--- config.mk ---
export PLATFORM = sky130hd
export DESIGN_NAME = muldiv_iter
export DESIGN_NICKNAME = d
export VERILOG_FILES = /design/src/rtl/muldiv_pkg.sv /design/src/rtl/muldiv_step.sv /design/src/rtl/muldiv_iter.sv
export SDC_FILE = /design/constraint.sdc
export NUM_CORES = 1
export LEC_CHECK = 0
export BUFFER_PORTS_ARGS = -buffer_cell sky130_fd_sc_hd__buf_2
export CAP_MARGIN = 25
export CELL_PAD_IN_SITES_DETAIL_PLACEMENT = 0
export CELL_PAD_IN_SITES_GLOBAL_PLACEMENT = 1
export CORE_UTILIZATION = 45
export CTS_CLUSTER_SIZE = 10
export DETAILED_ROUTE_END_ITERATION = 10
export GPL_ROUTABILITY_DRIVEN = 0
export PLACE_DENSITY = 0.87
export SLEW_MARGIN = 20
export SYNTH_ARGS = -nofsm -noshare
export SYNTH_HDL_FRONTEND = slang
export SYNTH_SLANG_ARGS = --single-unit
--- constraint.sdc ---
create_clock -name clk -period 3.7 [get_ports clk]
set_clock_uncertainty 0.1 [all_clocks]
set_input_delay 0.555 -clock clk [delete_from_list [all_inputs] [get_ports clk]]
set_output_delay 0.555 -clock clk [all_outputs]
set_load 0.005 [all_outputs]
--- src/rtl/muldiv_pkg.sv ---
// Shared definitions for the iterative multiply/divide unit: op encodings,
// FSM states, default operand width and small op-decode helpers.
package muldiv_pkg;

  localparam int DEFAULT_WIDTH = 32;

  typedef enum logic [1:0] {
    OP_MULT  = 2'b00,
    OP_MULTU = 2'b01,
    OP_DIV   = 2'b10,
    OP_DIVU  = 2'b11
  } op_e;

  typedef enum logic [1:0] {
    ST_IDLE = 2'b00,
    ST_BUSY = 2'b01,
    ST_DONE = 2'b10
  } state_e;

  function automatic logic op_is_div(input op_e op);
    return op[1];
  endfunction

  function automatic logic op_is_signed(input op_e op);
    return (op == OP_MULT) || (op == OP_DIV);
  endfunction

endpackage

--- src/rtl/muldiv_step.sv ---
// One iteration of the unit: shift-add multiply step or restoring divide step
// on unsigned magnitudes. Purely combinational.
module muldiv_step
  import muldiv_pkg::*;
#(
  parameter int WIDTH = DEFAULT_WIDTH
) (
  input  logic               i_is_div,
  input  logic [2*WIDTH-1:0] i_acc,
  input  logic [WIDTH-1:0]   i_rem,
  input  logic [WIDTH-1:0]   i_opb,
  output logic [2*WIDTH-1:0] o_acc,
  output logic [WIDTH-1:0]   o_rem
);

  logic [WIDTH:0]   w_sum;
  logic [WIDTH:0]   w_shift;
  logic             w_ge;
  logic [WIDTH-1:0] w_diff;

  // MUL: acc = {hi, remaining multiplier bits}; add multiplicand into hi on lsb, then shift right.
  assign w_sum   = {1'b0, i_acc[2*WIDTH-1:WIDTH]} + (i_acc[0] ? {1'b0, i_opb} : '0);

  // DIV: acc low half shifts dividend bits out of its msb and quotient bits into its lsb.
  // The restored remainder is always below the divisor, so a WIDTH-bit difference suffices.
  assign w_shift = {i_rem, i_acc[WIDTH-1]};
  assign w_ge    = (w_shift >= {1'b0, i_opb});
  assign w_diff  = w_shift[WIDTH-1:0] - i_opb;

  always_comb begin
    // NOTE: defaults first so every path assigns every output and no latch is inferred.
    o_acc = i_acc;
    o_rem = i_rem;
    if (i_is_div) begin
      o_rem = w_ge ? w_diff : w_shift[WIDTH-1:0];
      o_acc = {i_acc[2*WIDTH-1:WIDTH], i_acc[WIDTH-2:0], w_ge};
    end else begin
      o_acc = {w_sum, i_acc[WIDTH-1:1]};
    end
  end

endmodule

--- src/rtl/muldiv_iter.sv ---
// Iterative signed/unsigned multiply/divide, one bit per cycle, for the EX stage.
// Optional MULDIV_EARLY_OUT_EN: zero-operand MUL and divide-by-zero finish on the accept edge.
module muldiv_iter
  import muldiv_pkg::*;
#(
  parameter int WIDTH = DEFAULT_WIDTH
) (
  input  logic               clk,
  input  logic               resetn,
  input  logic               start_i,
  input  logic [1:0]         op_i,
  input  logic [WIDTH-1:0]   opdata1_i,
  input  logic [WIDTH-1:0]   opdata2_i,
  input  logic               annul_i,
  output logic               stallreq_o,
  output logic               busy_o,
  output logic               ready_o,
  output logic [2*WIDTH-1:0] result_o
);

  localparam int CNT_W = $clog2(WIDTH + 1);

  state_e             r_state;
  logic [CNT_W-1:0]   r_cnt;
  logic               r_is_div;
  logic               r_neg_q;
  logic               r_neg_r;
  logic               r_dbz;
  logic [2*WIDTH-1:0] r_acc;
  logic [WIDTH-1:0]   r_rem;
  logic [WIDTH-1:0]   r_opb;
  logic [2*WIDTH-1:0] r_result;
  logic               r_ready;
  logic               r_busy;

  op_e                w_op;
  logic               w_is_div;
  logic               w_s1;
  logic               w_s2;
  logic [WIDTH-1:0]   w_mag1;
  logic [WIDTH-1:0]   w_mag2;
  logic [2*WIDTH-1:0] w_step_acc;
  logic [WIDTH-1:0]   w_step_rem;
  logic [2*WIDTH-1:0] w_prod;
  logic [WIDTH-1:0]   w_quo;
  logic [WIDTH-1:0]   w_remf;
  logic [2*WIDTH-1:0] w_result;

  assign w_op     = op_e'(op_i);
  assign w_is_div = op_is_div(w_op);
  assign w_s1     = op_is_signed(w_op) & opdata1_i[WIDTH-1];
  assign w_s2     = op_is_signed(w_op) & opdata2_i[WIDTH-1];
  assign w_mag1   = w_s1 ? -opdata1_i : opdata1_i;
  assign w_mag2   = w_s2 ? -opdata2_i : opdata2_i;

`ifdef MULDIV_EARLY_OUT_EN
  logic               w_early;
  logic [2*WIDTH-1:0] w_early_res;

  assign w_early     = w_is_div ? (opdata2_i == '0) : ((opdata1_i == '0) || (opdata2_i == '0));
  assign w_early_res = w_is_div ? {opdata1_i, {WIDTH{1'b1}}} : '0;
`endif

  muldiv_step #(.WIDTH(WIDTH)) u_step (
    .i_is_div (r_is_div),
    .i_acc    (r_acc),
    .i_rem    (r_rem),
    .i_opb    (r_opb),
    .o_acc    (w_step_acc),
    .o_rem    (w_step_rem)
  );

  // With a zero divisor the restoring loop leaves |dividend| in the remainder,
  // so re-applying the dividend sign returns opdata1_i unchanged.
  assign w_prod   = r_neg_q ? -r_acc : r_acc;
  assign w_quo    = r_dbz ? {WIDTH{1'b1}} : (r_neg_q ? -r_acc[WIDTH-1:0] : r_acc[WIDTH-1:0]);
  assign w_remf   = r_neg_r ? -r_rem : r_rem;
  assign w_result = r_is_div ? {w_remf, w_quo} : w_prod;

  always_ff @(posedge clk or negedge resetn) begin
    if (!resetn) begin
      // NOTE: every datapath flop is reset too, so nothing from an aborted op leaks out.
      r_state  <= ST_IDLE;
      r_cnt    <= '0;
      r_is_div <= 1'b0;
      r_neg_q  <= 1'b0;
      r_neg_r  <= 1'b0;
      r_dbz    <= 1'b0;
      r_acc    <= '0;
      r_rem    <= '0;
      r_opb    <= '0;
      r_result <= '0;
      r_ready  <= 1'b0;
      r_busy   <= 1'b0;
    end else begin
      // NOTE: non-blocking throughout so every register samples pre-edge values.
      case (r_state)
        ST_IDLE: begin
          r_ready <= 1'b0;
          if (start_i && !annul_i) begin
            r_is_div <= w_is_div;
            r_neg_q  <= w_s1 ^ w_s2;
            r_neg_r  <= w_s1;
            r_dbz    <= w_is_div && (opdata2_i == '0);
            r_acc    <= {{WIDTH{1'b0}}, (w_is_div ? w_mag1 : w_mag2)};
            r_opb    <= w_is_div ? w_mag2 : w_mag1;
            r_rem    <= '0;
            r_cnt    <= '0;
`ifdef MULDIV_EARLY_OUT_EN
            if (w_early) begin
              r_result <= w_early_res;
              r_ready  <= 1'b1;
              r_state  <= ST_DONE;
            end else begin
              r_busy  <= 1'b1;
              r_state <= ST_BUSY;
            end
`else
            r_busy  <= 1'b1;
            r_state <= ST_BUSY;
`endif
          end
        end
        ST_BUSY: begin
          if (annul_i) begin
            r_busy  <= 1'b0;
            r_state <= ST_IDLE;
          end else if (r_cnt == CNT_W'(WIDTH)) begin
            r_result <= w_result;
            r_ready  <= 1'b1;
            r_busy   <= 1'b0;
            r_state  <= ST_DONE;
          end else begin
            r_acc <= w_step_acc;
            r_rem <= w_step_rem;
            r_cnt <= r_cnt + 1'b1;
          end
        end
        ST_DONE: begin
          r_ready <= 1'b0;
          r_state <= ST_IDLE;
        end
        default: begin
          r_ready <= 1'b0;
          r_busy  <= 1'b0;
          r_state <= ST_IDLE;
        end
      endcase
    end
  end

  // Gated by resetn so that every output reads 0 while reset is held.
  assign stallreq_o = resetn & (((r_state == ST_IDLE) & start_i) | (r_state == ST_BUSY));
  assign busy_o     = r_busy;
  assign ready_o    = r_ready;
  assign result_o   = r_result;

endmodule
==> flow_summary.json <==
{
  "syn_nets": 2207,
  "power.share.combinational": 0.422,
  "wl_per_cell_um": 20.8,
  "synth_top_area_cell": "dfrtp_1",
  "p_sw_mw": 3.96,
  "fin_nets": 2302,
  "yosysMostFrequentCell": "nand2_1",
  "clock_latency_ns": 0.54,
  "die_x_um": 193,
  "final_hold_viol_count": 0,
  "cts_root_buf": "clkbuf_16",
  "core_mm2": 0.0357,
  "crit_arrival_ns": 3.76,
  "die_y_um": 193,
  "cts_tree": "yes",
  "die_area_mm2": 0.0371,
  "clkPwrFrac": 0.240,
  "synth_area_mm2": 0.0163,
  "netlist_top_cells_area": "dfrtp_1, o21ai_0, nand2_1",
  "ios": 137,
  "hold_start": "op_i[0]",
  "drc_errors": 16,
  "violations": "design-rule violations",
  "required_ns": 4.00,
  "ys_seq_area_frac": 0.316,
  "cpMostUsedCell": "o21ai_0",
  "dr.pass1.iters": 10,
  "rows": 69,
  "grt-ovfl-total": 0,
  "synth_warnings": 0,
  "yosys_register_bits": 206,
  "fmaxAchievable_ghz": 0.289,
  "ir_drop_mv": 0.267,
  "grt_pass1_wl_um": 84600,
  "slew_headroom": 0.379,
  "grt_max_degree": 119,
  "max_cap_violations": 0,
  "worstSetupStartpointType": "flip-flop",
  "netlist.area_leader.share": 0.316,
  "dpl-instance-area_mm2": 0.0176,
  "synthCells": 2065,
  "crit_buf_inv": 2,
  "reg2regPathDepth": 12,
  "port_buffers": 136,
  "maxSlewViolCount": 0,
  "p_per_area_mw_per_mm2": 506,
  "crit_slowest_cell": "dfrtp_1",
  "intPower_mw": 5.31,
  "path_clk_slew_ns": 0.06,
  "fin_area_mm2": 0.0183,
  "path_cells": "inv_1, buf_4, nor2_1, ha_1, a21o_1, a21o_1, a21oi_1, o21ai_0, a31oi_2, o21ai_0, a41oi_1, o21ai_0",
  "min_period_ns": 3.46,
  "wl_um": 54900,
  "synth-edff-count": 0,
  "first_global_vias": 14300,
  "worstSetupEndpointType": "flip-flop",
  "r2r-start": "r_acc[0]$_DFFE_PN0P_",
  "p_leak_nw": 8.07,
  "synth_cell_types": 77,
  "hpwlAfterDp_um": 42200,
  "synthTopCellsByCount": "nand2_1, nor2_1, o21ai_0",
  "ff2ff_setup_slack_ns": 0.24,
  "cts_max_level": 1,
  "max_stage_delay_ns": 0.43,
  "reg2reg_to": "r_acc[63]$_DFFE_PN0P_",
  "path_max_fanout": 20,
  "min_period_over_period": 0.935,
  "status": "complete, but fails checks",
  "drive_gt1_frac": 0.119,
  "rsz0062_at_grt": "false",
  "finalSetupViolCount": 0,
  "clock_sinks": 206,
  "worst_path_dominant_cell_family": "compound AO/OA/AOI/OAI gates",
  "tns_ns": 0,
  "hold_path.class": "in2reg",
  "seqPwrFrac": 0.337,
  "dr_total_vias": 16300,
  "track_usage": 0.294,
  "start_util": 0.458,
  "antenna_found_initial": 0,
  "synth-main-ff-cell": "dfrtp_1",
  "cts.path.max_buffers": 3,
  "switching_share": 0.428,
  "hold_end": "r_neg_q$_DFFE_PN0P_",
  "synthArstFlopShare": 1.00,
  "postRouteAntennaNets": 0,
  "initialDrtViolationCount": 1837,
  "worstSetupPathType": "reg2reg",
  "tightest_slew_ns": 0.930,
  "final_util": 0.513,
  "worstHoldPathCells": 2,
  "vias_per_cell": 6.18,
  "syn_area_per_cell_um2": 7.91,
  "numCtsBuffers": 25,
  "area_growth_syn_to_layout_pct": 12.1
}
-- layout by cell type (no fill, tap or decap), drive strengths merged, types with 35 or more instances in the layout --
cell type  instances
a21oi            178
buf              186
clkbuf            37
dfrtp            206
ha                70
inv               65
mux2i             48
nand2            242
nand3             36
nor2             213
nor3              49
o21ai            216
o31ai             35
xnor2             92
xor2             103
-- worst max path at each step --
stage	from	end	slack (ns)	cells after the start
global route	r_acc[0]$_DFFE_PN0P_	r_acc[50]$_DFFE_PN0P_	0.0004	11
CTS	r_acc[0]$_DFFE_PN0P_	r_acc[63]$_DFFE_PN0P_	0.16	12
global placement	opdata1_i[13]	r_acc[25]$_DFFE_PN0P_	0.32	9
detailed placement	r_acc[0]$_DFFE_PN0P_	r_acc[63]$_DFFE_PN0P_	0.27	12
finish	r_acc[0]$_DFFE_PN0P_	r_acc[63]$_DFFE_PN0P_	0.24	12
floorplan	opdata1_i[13]	r_acc[25]$_DFFE_PN0P_	0.57	8
-- cell type report --
class                           instances  area, um2
Timing Repair Buffer                  188       1140
Tap cell                              461        577
Antenna cell                            1       2.50
Multi-Input combinational cell       1674      10500
Inverter                               65        244
Clock inverter                          2       13.8
Clock buffer                           36        687
Fill cell                            3455      17400
Sequential cell                       206       5160
-- power groups by stage --
stage | registers, mW | clock network, mW | logic [mW]
floorplan | 2.91 | 0 | 2.78
finish | 3.13 | 2.23 | 3.91
global route | 3.17 | 2.34 | 4.28
CTS | 3.11 | 2.26 | 3.83
global placement | 3.13 | 0 | 3.75
detailed placement | 3.15 | 0 | 3.80
-- through the flow --
stage / worst slack [ns] / hold WS (ns) / power [mW] / cells
after floorplan: 0.569 / 0.159 / 5.69 / 2065
after global placement: 0.325 / 0.346 / 6.88 / 2591
after detailed placement: 0.274 / 0.356 / 6.95 / 2592
after CTS: 0.159 / 0.249 / 9.19 / 2631
after global routing: 0.000377 / 0.263 / 9.79 / 2632
final: 0.240 / 0.263 / 9.27 / 2633
-- logic make-up (layout without fill, tap and decap cells) --
logic type	after synthesis	after routing	share of synthesized area
mux	57	57	0.0356
simple gates	712	712	0.203
buf+inv	185	291	0.0445
xor+xnor	195	195	0.105
fa+ha+maj	72	72	0.0561
compound gates	638	638	0.240
flops	206	206	0.316
other cells	0	1	0
-- registers in the layout, indices dropped and copies added (netlist names), 2 cells and up --
register	flops
r_acc	64
r_rem	32
result_o	64
r_state	2
r_cnt	6
r_opb	32
-- metal layers --
metal | vias to the layer above | part of all wire | track usage
li1 | 7613 | - | -
met1 | 7755 | 0.45 | 0.449
met2 | 794 | 0.42 | 0.417
met3 | 99 | 0.094 | 0.0438
met4 | 0 | 0.034 | 0.0969
met5 | - | 0 | 0
-- what timing repair did --
item                                    CTS  global route
hold endpoints to repair                 29             0
endpoints found under the setup margin    0             4
buffers inserted                          0             0
hold buffers                              1             0
resized for setup                         0             2
No activity file was read; power rests on OpenSTA's default activity.
